**src/rtl/usbh_cfg_pkg.sv**
```systemverilog
// -----------------------------------------------------------------------------
// usbh_cfg_pkg
// Shared types and constants for the usbh_host configuration-port arbiter:
//   - cfg_state_e : transaction FSM states
//   - RESP_*      : AXI4-Lite response encodings
//   - cfg_req_t   : one requester's transaction descriptor
//   - resp_is_err : maps an AXI response code to the requester error flag
// -----------------------------------------------------------------------------
package usbh_cfg_pkg;

  typedef enum logic [2:0] {
    IDLE,
    WR,
    WRESP,
    RD,
    RRESP,
    DONE
  } cfg_state_e;

  localparam logic [1:0] RESP_OKAY   = 2'b00;
  localparam logic [1:0] RESP_SLVERR = 2'b10;
  localparam logic [1:0] RESP_DECERR = 2'b11;

  typedef struct packed {
    logic        write;
    logic [31:0] addr;
    logic [31:0] wdata;
    logic [3:0]  wstrb;
  } cfg_req_t;

  // SLVERR and DECERR are failures; OKAY and EXOKAY are not.
  function automatic logic resp_is_err(input logic [1:0] resp);
    return (resp == RESP_SLVERR) || (resp == RESP_DECERR);
  endfunction

endpackage

```
**src/rtl/usbh_rr_arb2.sv**
```systemverilog
// -----------------------------------------------------------------------------
// usbh_rr_arb2
// Two-input round-robin arbiter. The grant is combinational from the request
// vector; the tie-break pointer moves only when a grant is actually taken.
// Ports:
//   clk, rst_n : clock, asynchronous active-low reset
//   req[1:0]   : pending requests
//   en         : consumer can accept a grant this cycle
//   gnt[1:0]   : one-hot grant (zero when nothing is requested)
// -----------------------------------------------------------------------------
module usbh_rr_arb2 (
  input  logic       clk,
  input  logic       rst_n,
  input  logic [1:0] req,
  input  logic       en,
  output logic [1:0] gnt
);

  // Set when req1 should win the next tie; clear out of reset so req0 goes first.
  logic prio1;

  always_comb begin
    // NOTE: gnt gets a default before any branch so no path can infer a latch.
    gnt = 2'b00;
    if (req == 2'b11) begin
      gnt = prio1 ? 2'b10 : 2'b01;
    end else begin
      gnt = req;
    end
  end

  always_ff @(posedge clk or negedge rst_n) begin
    if (!rst_n) begin
      prio1 <= 1'b0;
    end else if (en && (req != 2'b00)) begin
      // NOTE: non-blocking so the flop takes the grant seen before this edge.
      prio1 <= gnt[0];
    end
  end

endmodule

```
**src/rtl/usbh_cfg_arbiter.sv**
```systemverilog
// -----------------------------------------------------------------------------
// usbh_cfg_arbiter
// Shares the usbh_host AXI4-Lite configuration slave between the enumeration
// sequencer (req0) and the periodic poller (req1). One transaction is in
// flight at a time; a watchdog aborts any transaction whose slave stalls.
// Ports:
//   clk_i, rst_i        : 48 MHz USB clock, asynchronous active-low reset
//   reqN_valid/write/addr/wdata/wstrb_i : request from requester N
//   reqN_ready_o        : request accepted this cycle (combinational)
//   reqN_done_o/err_o   : one-cycle completion pulse and its error flag
//   reqN_rdata_o        : read data, held until the next completion for N
//   busy_o              : a transaction is in flight
//   cfg_*               : AXI4-Lite master toward usbh_host
// -----------------------------------------------------------------------------
module usbh_cfg_arbiter
  import usbh_cfg_pkg::*;
#(
  parameter int unsigned TIMEOUT_CYCLES = 1023
) (
  input  logic        clk_i,
  input  logic        rst_i,

  input  logic        req0_valid_i,
  input  logic        req0_write_i,
  input  logic [31:0] req0_addr_i,
  input  logic [31:0] req0_wdata_i,
  input  logic [3:0]  req0_wstrb_i,
  output logic        req0_ready_o,
  output logic        req0_done_o,
  output logic [31:0] req0_rdata_o,
  output logic        req0_err_o,

  input  logic        req1_valid_i,
  input  logic        req1_write_i,
  input  logic [31:0] req1_addr_i,
  input  logic [31:0] req1_wdata_i,
  input  logic [3:0]  req1_wstrb_i,
  output logic        req1_ready_o,
  output logic        req1_done_o,
  output logic [31:0] req1_rdata_o,
  output logic        req1_err_o,

  output logic        busy_o,

  output logic        cfg_awvalid_o,
  output logic [31:0] cfg_awaddr_o,
  output logic        cfg_wvalid_o,
  output logic [31:0] cfg_wdata_o,
  output logic [3:0]  cfg_wstrb_o,
  output logic        cfg_bready_o,
  output logic        cfg_arvalid_o,
  output logic [31:0] cfg_araddr_o,
  output logic        cfg_rready_o,

  input  logic        cfg_awready_i,
  input  logic        cfg_wready_i,
  input  logic        cfg_bvalid_i,
  input  logic [1:0]  cfg_bresp_i,
  input  logic        cfg_arready_i,
  input  logic        cfg_rvalid_i,
  input  logic [31:0] cfg_rdata_i,
  input  logic [1:0]  cfg_rresp_i
);

  // One spare bit so the counter can sit at the limit without wrapping.
  localparam int unsigned          CNT_W     = $clog2(TIMEOUT_CYCLES + 1) + 1;
  localparam logic [CNT_W-1:0]     CNT_LIMIT = CNT_W'(TIMEOUT_CYCLES);

  cfg_state_e       state;
  logic             owner;        // requester that holds the current grant
  logic [CNT_W-1:0] wd_cnt;
  logic [CNT_W-1:0] wd_cnt_next;
  logic [1:0]       done_q;
  logic [1:0]       err_q;
  logic [31:0]      rdata_q [2];

  cfg_req_t         req [2];
  cfg_req_t         sel;
  logic [1:0]       gnt;
  logic             aw_pend;
  logic             w_pend;
  logic             step_done;
  logic             active;
  logic             abort_now;

  assign req[0] = '{write: req0_write_i, addr: req0_addr_i,
                    wdata: req0_wdata_i, wstrb: req0_wstrb_i};
  assign req[1] = '{write: req1_write_i, addr: req1_addr_i,
                    wdata: req1_wdata_i, wstrb: req1_wstrb_i};
  assign sel    = req[gnt[1]];

  usbh_rr_arb2 u_arb (
    .clk   (clk_i),
    .rst_n (rst_i),
    .req   ({req1_valid_i, req0_valid_i}),
    .en    (state == IDLE),
    .gnt   (gnt)
  );

  // Gated by reset so the ready outputs also read 0 while reset is held.
  assign req0_ready_o = rst_i && (state == IDLE) && gnt[0];
  assign req1_ready_o = rst_i && (state == IDLE) && gnt[1];
  assign busy_o       = (state != IDLE);

  assign req0_done_o  = done_q[0];
  assign req1_done_o  = done_q[1];
  assign req0_err_o   = err_q[0];
  assign req1_err_o   = err_q[1];
  assign req0_rdata_o = rdata_q[0];
  assign req1_rdata_o = rdata_q[1];

  // Address/data channels still waiting for their ready after this edge.
  assign aw_pend = cfg_awvalid_o && !cfg_awready_i;
  assign w_pend  = cfg_wvalid_o  && !cfg_wready_i;

  assign wd_cnt_next = wd_cnt + CNT_W'(1);
  assign active      = (state == WR) || (state == WRESP) ||
                       (state == RD) || (state == RRESP);

  // Progress that lets the current phase finish this cycle. Any progress
  // beats an expiring watchdog, so a response on the last cycle completes
  // normally.
  always_comb begin
    step_done = 1'b0;
    case (state)
      WR:      step_done = !aw_pend && !w_pend;
      WRESP:   step_done = cfg_bvalid_i;
      RD:      step_done = cfg_arready_i;
      RRESP:   step_done = cfg_rvalid_i;
      default: step_done = 1'b0;
    endcase
  end

  assign abort_now = active && (wd_cnt_next >= CNT_LIMIT) && !step_done;

  always_ff @(posedge clk_i or negedge rst_i) begin
    if (!rst_i) begin
      state         <= IDLE;
      owner         <= 1'b0;
      wd_cnt        <= '0;
      done_q        <= 2'b00;
      err_q         <= 2'b00;
      // NOTE: the read-data holding registers drive outputs directly, so
      // they are reset like any other output flop.
      rdata_q[0]    <= '0;
      rdata_q[1]    <= '0;
      cfg_awvalid_o <= 1'b0;
      cfg_awaddr_o  <= '0;
      cfg_wvalid_o  <= 1'b0;
      cfg_wdata_o   <= '0;
      cfg_wstrb_o   <= '0;
      cfg_bready_o  <= 1'b0;
      cfg_arvalid_o <= 1'b0;
      cfg_araddr_o  <= '0;
      cfg_rready_o  <= 1'b0;
    end else begin
      done_q <= 2'b00;
      if (active) begin
        wd_cnt <= wd_cnt_next;
      end

      if (abort_now) begin
        // Dropping bready/rready here makes any late response invisible.
        state          <= DONE;
        cfg_awvalid_o  <= 1'b0;
        cfg_wvalid_o   <= 1'b0;
        cfg_bready_o   <= 1'b0;
        cfg_arvalid_o  <= 1'b0;
        cfg_rready_o   <= 1'b0;
        done_q[owner]  <= 1'b1;
        err_q[owner]   <= 1'b1;
        rdata_q[owner] <= '0;
      end else begin
        case (state)
          IDLE: begin
            if (gnt != 2'b00) begin
              owner  <= gnt[1];
              wd_cnt <= '0;
              if (sel.write) begin
                state         <= WR;
                cfg_awvalid_o <= 1'b1;
                cfg_wvalid_o  <= 1'b1;
                cfg_awaddr_o  <= sel.addr;
                cfg_wdata_o   <= sel.wdata;
                cfg_wstrb_o   <= sel.wstrb;
              end else begin
                state         <= RD;
                cfg_arvalid_o <= 1'b1;
                cfg_araddr_o  <= sel.addr;
              end
            end
          end

          WR: begin
            if (step_done) begin
              cfg_awvalid_o <= 1'b0;
              cfg_wvalid_o  <= 1'b0;
              cfg_bready_o  <= 1'b1;
              state         <= WRESP;
            end else begin
              // Each channel retires on its own ready.
              if (cfg_awready_i) cfg_awvalid_o <= 1'b0;
              if (cfg_wready_i)  cfg_wvalid_o  <= 1'b0;
            end
          end

          WRESP: begin
            if (cfg_bvalid_i) begin
              cfg_bready_o  <= 1'b0;
              state         <= DONE;
              done_q[owner] <= 1'b1;
              err_q[owner]  <= resp_is_err(cfg_bresp_i);
            end
          end

          RD: begin
            if (cfg_arready_i) begin
              cfg_arvalid_o <= 1'b0;
              cfg_rready_o  <= 1'b1;
              state         <= RRESP;
            end
          end

          RRESP: begin
            if (cfg_rvalid_i) begin
              cfg_rready_o   <= 1'b0;
              state          <= DONE;
              done_q[owner]  <= 1'b1;
              err_q[owner]   <= resp_is_err(cfg_rresp_i);
              rdata_q[owner] <= cfg_rdata_i;
            end
          end

          DONE:    state <= IDLE;
          default: state <= IDLE;
        endcase
      end
    end
  end

endmodule

```
**config.mk**
```make
export PLATFORM = sky130hd
export DESIGN_NAME = usbh_cfg_arbiter
export DESIGN_NICKNAME = d
export VERILOG_FILES = /design/src/rtl/usbh_cfg_pkg.sv /design/src/rtl/usbh_rr_arb2.sv /design/src/rtl/usbh_cfg_arbiter.sv
export SDC_FILE = /design/constraint.sdc
export NUM_CORES = 1
export LEC_CHECK = 0
export ABC_AREA = 1
export CORE_MARGIN = 2
export CORE_UTILIZATION = 30
export CTS_CLUSTER_DIAMETER = 60
export DETAILED_ROUTE_END_ITERATION = 10
export GPL_ROUTABILITY_DRIVEN = 0
export SYNTH_ARGS = -nofsm -noshare
export SYNTH_HDL_FRONTEND = slang
export SYNTH_SLANG_ARGS = --single-unit
```
**constraint.sdc**
```tcl
create_clock -name clk_i -period 2.4 [get_ports clk_i]
set_clock_uncertainty 0.2 [all_clocks]
set_input_delay 0.36 -clock clk_i [delete_from_list [all_inputs] [get_ports clk_i]]
set_output_delay 0.36 -clock clk_i [all_outputs]
set_load 0.05 [all_outputs]
```
==> flow_metrics.tcl <==
set metrics [dict create \
    synth_area_sq_um 8207 \
    coreArea_sq_um 26880 \
    worstPathArrival_ps 2430 \
    startpoint_type "register" \
    die_y_um 169.4 \
    crit_required_ps 2510 \
    synthAdderAreaFrac 0.003049 \
    fmax_ghz 0.4294 \
    hpwl_um 19190 \
    critPathMaxFanout 8 \
    fillerInstances 2582 \
    vdd_drop_max_mv 0.8107 \
    placed_cell_area_sq_um 12370 \
    synth_area_per_cell_sq_um 8.777 \
    grt_overflow 0 \
    die-area_sq_um 28690 \
    post_synth_num_cell_types 31 \
    p_sw_w 0.01079 \
    worstMarginPinSlew_ps 910.7 \
    path_clk_slew_ps 80 \
    fin_crit_ps 2329 \
    num_io_pins 359 \
    p_total_w 0.02146 \
    dieWidth_um 169.4 \
    first_pass_iters 4 \
    synth_top_family_by_area "simple AND/OR/NAND/NOR gates" \
    place_inst 1614 \
    syn_inst 935 \
    finalHoldViolCount 0 \
    grt_usage 0.1874 \
    rows 60 \
    antenna_found_initial 0 \
    syn_nets 1120 \
    drive_gt1_frac 0.1325 \
    drv_slew 0 \
    ys_top_cells_by_area "dfrtp_1, nand2_1, a31oi_1" \
    slew_headroom 0.3929 \
    hold_class "in -> async" \
    setup_viol 0 \
    p_sw_frac 0.5029 \
    endpoint_kind "register" \
    yosysWarnings 0 \
    cp_slowest_stage_delay_ps 410 \
    status "completed" \
    layout.cells.non_filler 1669 \
    post-route-period-util 0.9703 \
    yosysSeqAreaShare 0.5763 \
    wire_per_inst_um 16.31 \
    cp_slowest_cell "dfrtp_1" \
    ys_seq_elements 189 \
    synth-simple-area-share 0.1782 \
    drc 0 \
    ys.flop_type "dfrtp_1" \
    vias 7785 \
    synth_edf_count 0 \
    pwr-share-comb 0.605 \
    synthXorXnorAreaFrac 0.003202 \
    cts_tree "yes" \
    grt_max_degree 81 \
    clock_latency_ps 430 \
    yosysTopAreaCellShare 0.5763 \
    wl_um 27220 \
    h-tree-depth 4 \
    intPower_w 0.01067 \
    nets 1500 \
    grt_pass1_wl_um 42080 \
    cts_max_path_buffers 2 \
    ant_nets 0 \
    numCtsBuffers 17 \
    drtIter0Drc 357 \
    first_global_vias 7760 \
    drv_cap 0 \
    vias_per_cell 4.664 \
    clockPowerShare 0.133 \
    numClockSinks 189 \
    design_area_sq_um 13440 \
    seqPwrFrac 0.262 \
    criticalPathCategory "reg -> reg" \
    muxShareOfSynthArea 0 \
    synth_top_cell_by_area "dfrtp_1" \
    cpMostUsedCell "nand2_1" \
    ys_async_sr_fraction 1.000 \
    start_util 0.3054 \
    cp_top_family "simple AND/OR/NAND/NOR gates" \
    syn2layout_area_growth_pct 63.79 \
    power_density_nw_per_um2 1596 \
    synth_compound_area_frac 0.1477 \
    cts_root_buf "clkbuf_16" \
    io_buffers 356 \
    cp_cell_sequence "ha_2 > nand2_4 > nor2_4 > nand2_1 > nand2_1 > nand2_1 > nor2_1 > nand3_2 > nand2_2 > nand2_4 > a21oi_4 > buf_6 > buf_12 > o22ai_2" \
    leakagePower_nw 5.865 \
    crit_buf_inv 2 \
    n_antenna_cell 0 \
    rsz0062_at_grt "yes" \
]
## cell usage after synthesis, types with 2 or more instances
library cell,count
nor2_1,135
o22ai_1,64
nor3_1,4
nand2_1,192
nand2_4,2
clkbuf_1,23
a21oi_2,2
o21a_1,2
o211ai_1,2
nand2_2,5
nand3_1,13
inv_1,126
xor2_1,2
nor2_2,4
a21oi_1,8
a211oi_1,8
a31oi_1,100
o21ai_0,6
buf_4,3
buf_2,24
inv_2,9
dfrtp_1,189
nand3_2,2
ha_1,2
nor2_4,2
## layer usage
layer	global-route usage	wire (um)	vias to the layer above
met2	0.3173	13010	265
met5	0	5	-
met4	0.05723	504	2
li1	-	-	3819
met1	0.2250	11490	3670
met3	0.06460	2206	29
## state kept, by name, summed over array words and instances (netlist names)
name,count
cfg_awaddr_o,32
cfg_awvalid_o,1
cfg_wvalid_o,1
cfg_arvalid_o,1
req1_rdata_o,32
u_arb.prio1,1
owner,1
cfg_bready_o,1
wd_cnt,11
cfg_araddr_o,32
done_q,2
cfg_wstrb_o,4
err_q,2
cfg_wdata_o,32
state,3
cfg_rready_o,1
req0_rdata_o,32
## layout by cell type (no fill, tap or decap), types with 2 or more instances in the layout
cell type,Yosys,routed
buf_6,0,6
nand2_1,192,182
nor2_4,2,8
nor2_1,135,125
clkdlybuf4s50_1,0,350
nand2_2,5,11
a31oi_1,100,100
clkbuf_8,0,2
a21oi_1,8,7
nand3_2,2,6
a211oi_1,8,8
nor2_2,4,8
inv_1,126,120
a21oi_2,2,2
inv_8,0,3
clkinv_8,0,3
nand2_4,2,6
o22ai_2,0,16
xor2_1,2,2
inv_2,9,15
inv_6,0,4
o211ai_1,2,2
buf_12,0,13
dfrtp_2,0,2
clkinv_4,0,2
o22ai_1,64,48
dfrtp_1,189,187
o21a_1,2,2
clkbuf_16,0,17
o21ai_0,6,5
nor3_2,0,3
buf_4,3,40
nand3_1,13,8
## area by class of cell
cell class	instances	area [sq um]	area share
inverters	135	506.7	0.03770
repair buffers	412	4183	0.3112
flip-flops and latches	189	4732	0.3520
multi-input cells	560	3007	0.2237
well taps	341	426.7	0.03174
clock buffers	18	439.2	0.03267
clock inverters	14	147.6	0.01098
## stage by stage
step                      setup slack (ps)  hold slack, ps  setup TNS (ps)    util
after floorplan                     -222.6          -135.6          -222.6       -
after global placement              -6.951           4.985          -57.76  0.4604
after detailed placement            -80.79           5.888           -4558  0.4604
after CTS                           -18.26           100.3          -38.02  0.4894
after global routing                -68.34           98.21           -1674  0.5001
final                                71.28           119.3               0  0.5001
## cell families (layout without fill, tap and decap cells)
family / count (synthesis) / in the layout
simple gates: 362 / 362
compound gates: 193 / 193
fa+ha+maj: 2 / 2
flops: 189 / 189
buf+inv: 186 / 579
xor+xnor: 3 / 3
## power by group through the flow
stage          Sequential [W]  Combinational (W)  Clock [W]
6_report              0.00563             0.0130    0.00285
5_1_grt               0.00583             0.0138    0.00307
3_5_place_dp          0.00568             0.0124          0
2_1_floorplan          0.0104            0.00312          0
4_1_cts               0.00564             0.0128    0.00293
3_3_place_gp          0.00562             0.0123          0
## path summary, 6_finish.rpt
kind / slack [ps] / from / endpoint / depth (start not counted)
max reg2reg: 70 / wd_cnt[1] / req1_rdata_o[30] / 14
min reg2reg: 300 / cfg_bready_o / cfg_bready_o / 2
min: 120 / rst_i / req0_rdata_o[30] / 2
max in group asynchronous: 760 / rst_i / cfg_wdata_o[8] / 3
max: 70 / wd_cnt[1] / req1_rdata_o[30] / 14
min in group clk_i: 280 / req0_wdata_i[13] / cfg_wdata_o[13] / 3
## repair_timing
action                                 in CTS  in global routing
buffers inserted                           12                  9
setup endpoints to repair                  68                 76
endpoints found under the hold margin     119                  0
hold buffers                                1                  0
cloned                                      2                  0
pin swaps                                   8                 23
resized for setup                          17                 55
Note: power is estimated with default switching activity, not from simulation.
